**src/rtl/cart_loader.sv**
```systemverilog
// Cartridge download loader: writes the ioctl image into CPU RAM, mirrors it
// across the cartridge window and holds the console in reset until settled.
module cart_loader #(
  parameter logic [7:0]  CART_INDEX = 8'd1,
  parameter logic [15:0] CART_BASE  = 16'h0000,
  parameter int unsigned WINDOW     = 32768,
  parameter int unsigned HOLD_CYC   = 255
) (
  input  logic        clk_sys,
  input  logic        reset,
  input  logic        ioctl_download,
  input  logic [7:0]  ioctl_index,
  input  logic        ioctl_wr,
  input  logic [24:0] ioctl_addr,
  input  logic [7:0]  ioctl_dout,
  output logic [15:0] ram_a,
  output logic [7:0]  ram_d,
  output logic        ram_we,
  input  logic [7:0]  ram_q,
  output logic        busy,
  output logic        core_reset,
  output logic [16:0] cart_size,
  output logic        oversize
);

  typedef enum logic [2:0] {
    LOAD,
    MRD,
    MWAIT,
    MWR,
    HOLD,
    IDLE
  } state_e;

  localparam logic [16:0] WIN    = 17'(WINDOW);
  localparam logic [24:0] WIN_A  = 25'(WINDOW);
  localparam logic [15:0] HOLD_V = 16'(HOLD_CYC);

  state_e      state_q;
  logic [15:0] cnt_q;
  logic [16:0] src_q;
  logic [16:0] dst_q;
  logic [16:0] size_q;
  logic        over_q;
  logic [15:0] ram_a_q;
  logic [7:0]  ram_d_q;
  logic        ram_we_q;
  logic        busy_q;
  logic        core_rst_q;

  logic        cart_dl;
  logic        in_win;
  logic [16:0] end_d;
  logic [16:0] size_d;
  logic [16:0] src_inc;
  logic [16:0] src_d;
  logic [16:0] dst_d;

  always_comb begin
    cart_dl = ioctl_download && (ioctl_index == CART_INDEX);
    in_win  = ioctl_addr < WIN_A;
    end_d   = {1'b0, ioctl_addr[15:0]} + 17'd1;
    size_d  = (end_d > size_q) ? end_d : size_q;
    src_inc = src_q + 17'd1;
    // wrap on the image length so odd sizes repeat seamlessly
    src_d   = (src_inc == size_q) ? 17'd0 : src_inc;
    dst_d   = dst_q + 17'd1;
  end

  always_ff @(posedge clk_sys or posedge reset) begin
    if (reset) begin
      state_q    <= HOLD;
      cnt_q      <= HOLD_V;
      src_q      <= '0;
      dst_q      <= '0;
      size_q     <= '0;
      over_q     <= 1'b0;
      ram_a_q    <= '0;
      ram_d_q    <= '0;
      ram_we_q   <= 1'b0;
      busy_q     <= 1'b0;
      core_rst_q <= 1'b1;
    end else begin
      ram_we_q <= 1'b0;
      if (cart_dl && state_q != LOAD) begin
        state_q    <= LOAD;
        size_q     <= '0;
        over_q     <= 1'b0;
        busy_q     <= 1'b1;
        core_rst_q <= 1'b1;
      end else begin
        unique case (state_q)
          LOAD: begin
            if (!cart_dl) begin
              if (size_q == '0 || size_q == WIN) begin
                state_q <= HOLD;
                cnt_q   <= HOLD_V;
                busy_q  <= 1'b0;
              end else begin
                src_q   <= '0;
                dst_q   <= size_q;
                ram_a_q <= CART_BASE;
                state_q <= MRD;
              end
            end else if (ioctl_wr) begin
              if (in_win) begin
                ram_a_q  <= CART_BASE + ioctl_addr[15:0];
                ram_d_q  <= ioctl_dout;
                ram_we_q <= 1'b1;
                size_q   <= size_d;
              end else begin
                over_q <= 1'b1;
              end
            end
          end
          MRD: state_q <= MWAIT;
          MWAIT: begin
            ram_a_q  <= CART_BASE + dst_q[15:0];
            ram_d_q  <= ram_q;
            ram_we_q <= 1'b1;
            state_q  <= MWR;
          end
          MWR: begin
            src_q <= src_d;
            dst_q <= dst_d;
            if (dst_q == WIN - 17'd1) begin
              state_q <= HOLD;
              cnt_q   <= HOLD_V;
              busy_q  <= 1'b0;
            end else begin
              ram_a_q <= CART_BASE + src_d[15:0];
              state_q <= MRD;
            end
          end
          HOLD: begin
            if (cnt_q == 16'd0) begin
              state_q    <= IDLE;
              core_rst_q <= 1'b0;
            end else begin
              cnt_q <= cnt_q - 16'd1;
            end
          end
          IDLE: state_q <= IDLE;
          default: begin
            state_q <= HOLD;
            cnt_q   <= HOLD_V;
            busy_q  <= 1'b0;
          end
        endcase
      end
    end
  end

  assign ram_a      = ram_a_q;
  assign ram_d      = ram_d_q;
  assign ram_we     = ram_we_q;
  assign busy       = busy_q;
  assign core_reset = core_rst_q;
  assign cart_size  = size_q;
  assign oversize   = over_q;

endmodule

```
**config.mk**
```make
export PLATFORM = sky130hd
export DESIGN_NAME = cart_loader
export DESIGN_NICKNAME = d
export VERILOG_FILES = /design/src/rtl/cart_loader.sv
export SDC_FILE = /design/constraint.sdc
export NUM_CORES = 1
export LEC_CHECK = 0
export ABC_CLOCK_PERIOD_IN_PS = 2700
export BUFFER_PORTS_ARGS = -buffer_cell sky130_fd_sc_hd__buf_2
export CORE_UTILIZATION = 40
export CTS_CLUSTER_SIZE = 30
export DETAILED_ROUTE_END_ITERATION = 7
export GPL_TIMING_DRIVEN = 0
export REMOVE_ABC_BUFFERS = 1
export SKIP_CTS_REPAIR_TIMING = 1
export SYNTH_ARGS = -nofsm -noshare
export SYNTH_HDL_FRONTEND = slang
export SYNTH_SLANG_ARGS = --single-unit
```
**constraint.sdc**
```tcl
create_clock -name clk_sys -period 2.7 [get_ports clk_sys]
set_input_delay 0.27 -clock clk_sys [delete_from_list [all_inputs] [get_ports clk_sys]]
set_output_delay 0.27 -clock clk_sys [all_outputs]
set_load 0.03 [all_outputs]
```
==> results.cfg <==
[power]
powerDensity_mw_per_mm2 = 702.8
fin_total_pwr_uw = 5750
p_comb_frac = 0.373
seq_power_share = 0.393
p_leak_uw = 0.003565
switchingPower_uw = 2407
power_frac_clock = 0.234
swShare = 0.4186
ir_worst_vdd_v = 0.0003530
internal-power_uw = 3343

[worst_hold_path]
hp-class = in -> async

[yosys]
syn-cell-area_mm2 = 0.006415
synth_edf_count = 0
avgSynthCellArea_um2 = 8.692
synthTopCellsByCount = nor2_1, dfrtp_1, a21oi_1
syn_inst = 738
yosys.area.top_type = dfrtp_1
ys_ff_latch = 98
async_reset_ff_frac = 1.000
synth_most_common_cell = nor2_1
seq_area_frac_synth = 0.3842
synth_top_area_frac = 0.3433
synth-main-ff-cell = dfrtp_1
synthDistinctLibCells = 65
synth_area_leaders = dfrtp_1, nor2_1, a21oi_1
synth_warnings = 0

[clock_tree]
cts_buffer_depth = 2
path_clk_slew_ps = 70
root_buffer = clkbuf_16
clk_latency_ps = 360
cts_buffers = 9
cts.sink_count = 98
h-tree-depth = 3
cts_tree = done

[sta]
tightest_slew_ps = 1237
fmax_mhz = 356.6
fin_ws_ps = -104.2
drv_slew = 0
fin_skew_ps = 7.056
setup_violations = 20
rsz0062_at_grt = true
holdWs_ps = -19.31
hold_viol_final = 27
finalCriticalPeriod_ps = 2804
fin_crit_sh = 1.039
max_slew_margin = 0.1722

[placement]
placed_area_mm2 = 0.007082
hpwl_mm = 13.80
port_buffers = 97
gp_congestion = 0.9023

[cells_and_area]
syn2layout_area_growth_pct = 27.54
finalNetCount = 931
diodes = 0
final_area_mm2 = 0.008182
post-route-util = 0.5303
drive_gt1_frac = 0.2970

[floorplanning]
die_w_um = 128.6
start_util = 0.4158
die-area_mm2 = 0.01655
core_area_mm2 = 0.01543
ioPinCount = 98
fp-row-count = 45
die_h_um = 128.6

[worst_setup_path]
reg2reg_slack_ps = -100
worst_setup_path_end_kind = register
start_kind = register
cp_data_required_time_ps = 2940
crit_arrival_ps = 3050
path_class = reg -> reg
crit_path_max_fanout = 9

[grt]
grt_overflow = 0
grt_pass1_vias = 5592
grt_start_max_net_pins = 54
grt_use_total = 0.2345
grt_pass1_wl_mm = 29.78
antenna_found_initial = 0

[detailed_routing]
viasPerCell = 5.822
wl_mm = 20.04
wire_per_inst_um = 18.68
ant_nets = 0
initialDrtViolationCount = 471
dr.pass1.iters = 5
vias = 6247
drc_errors = 0

[status]
outcome = finished, violations left
violations = negative hold slack, negative setup slack

[flow_run]
drv_cap = 0
==> placed cells by master, fill, tap and decap left out, types with 9 or more instances in the layout <==
cell / synthesis / final
buf_2: 6 / 91
nor2_1: 89 / 79
dfrtp_1: 88 / 72
a21oi_1: 56 / 54
nand2_1: 52 / 48
buf_4: 4 / 40
o21ai_0: 41 / 38
inv_1: 34 / 33
mux2i_1: 28 / 28
xnor2_1: 30 / 27
nand3_1: 32 / 25
ha_1: 21 / 19
nor3_1: 23 / 18
dfrtp_2: 0 / 16
nand4_1: 15 / 15
buf_6: 2 / 14
xor2_1: 13 / 13
a222oi_1: 12 / 12
nor4_1: 12 / 11
o21ai_1: 9 / 11
a22oi_1: 11 / 11
a21o_1: 10 / 10
dfstp_2: 10 / 10
a22o_1: 9 / 9
clkbuf_16: 0 / 9
==> per-stage QoR <==
| stage | setup WS, ps | cells | setup TNS (ps) | hold WS (ps) |
|---|---|---|---|---|
| 3_3_place_gp | -5578 | 1000 | -303310 | 450.9 |
| 2_1_floorplan | -3602 | 692 | -78970 | 361.5 |
| 3_5_place_dp | -1063 | 1009 | -47840 | 386.9 |
| 6_report | -104.2 | 1073 | -1001 | -19.31 |
| 4_1_cts | -1023 | 1025 | -39850 | 1.450 |
| 5_1_grt | -221.7 | 1073 | -4747 | 27.82 |
==> final cells by class <==
class                           instances  area, µm²
Timing Repair Buffer                  152       1036
Clock buffer                           10      229.0
Sequential cell                        98       2485
Clock inverter                          6      73.82
Multi-Input combinational cell        562       3964
Inverter                               34      130.1
Fill cell                            1456       7246
Tap cell                              211      264.0
==> final timing paths <==
path / from / endpoint / cells after the start
setup / recovery: src_q[0] / src_q[15] / 11
hold / removal: reset / ram_d[6] / 2
setup reg to reg: src_q[0] / src_q[15] / 11
hold reg to reg: cnt_q[10] / cnt_q[10] / 1
max in group asynchronous: reset / src_q[6] / 3
min in group clk_sys: ioctl_addr[0] / cart_size[0] / 2
==> power by group through the flow <==
stage | Clock [µW] | Combinational (µW) | Sequential [µW]
6_report | 1350 | 2140 | 2260
5_1_grt | 1450 | 2350 | 2320
4_1_cts | 1370 | 1990 | 2240
3_5_place_dp | 0 | 1990 | 2260
3_3_place_gp | 0 | 1900 | 2240
2_1_floorplan | 0 | 1030 | 2550
==> worst max-delay path, cell delays in order, from the launching register on <==
cell and delay (ps):
dfrtp_2 450, ha_4 210, nand3_4 160, or3_4 430, a32oi_1 190, nand4_1 160, nor4_4 270, buf_4 190
a21o_4 180, nor2_4 70, buf_12 150, a22o_1 230
==> flip-flops by register name (all words and copies together) (netlist names), 3 cells and up <==
signal,cells
state_q,3
dst_q,17
src_q,17
ram_d,8
cnt_q,16
ram_a,16
cart_size,17
==> cell families (layout without fill, tap and decap cells) <==
logic type                 Yosys count  in the layout  share of synthesized area
AOI/OAI and AO/OA                  191            193                     0.1927
buffers and inverters               80            202                    0.05325
xor gates and xnor gates            46             46                    0.06924
DFF                                 98             98                     0.3842
adders and majority gates           21             21                    0.04096
muxes                               28             28                    0.04369
and+or+nand+nor                    274            274                     0.2159
==> per-layer routing <==
layer	GRT usage	part of all wire	vias up
li1	-	-	2937
met1	0.3001	0.42	3078
met4	0.06990	0.019	0
met5	0	0	-
met3	0.05198	0.059	32
met2	0.3955	0.50	200
Note: power is estimated with default switching activity, not from simulation.
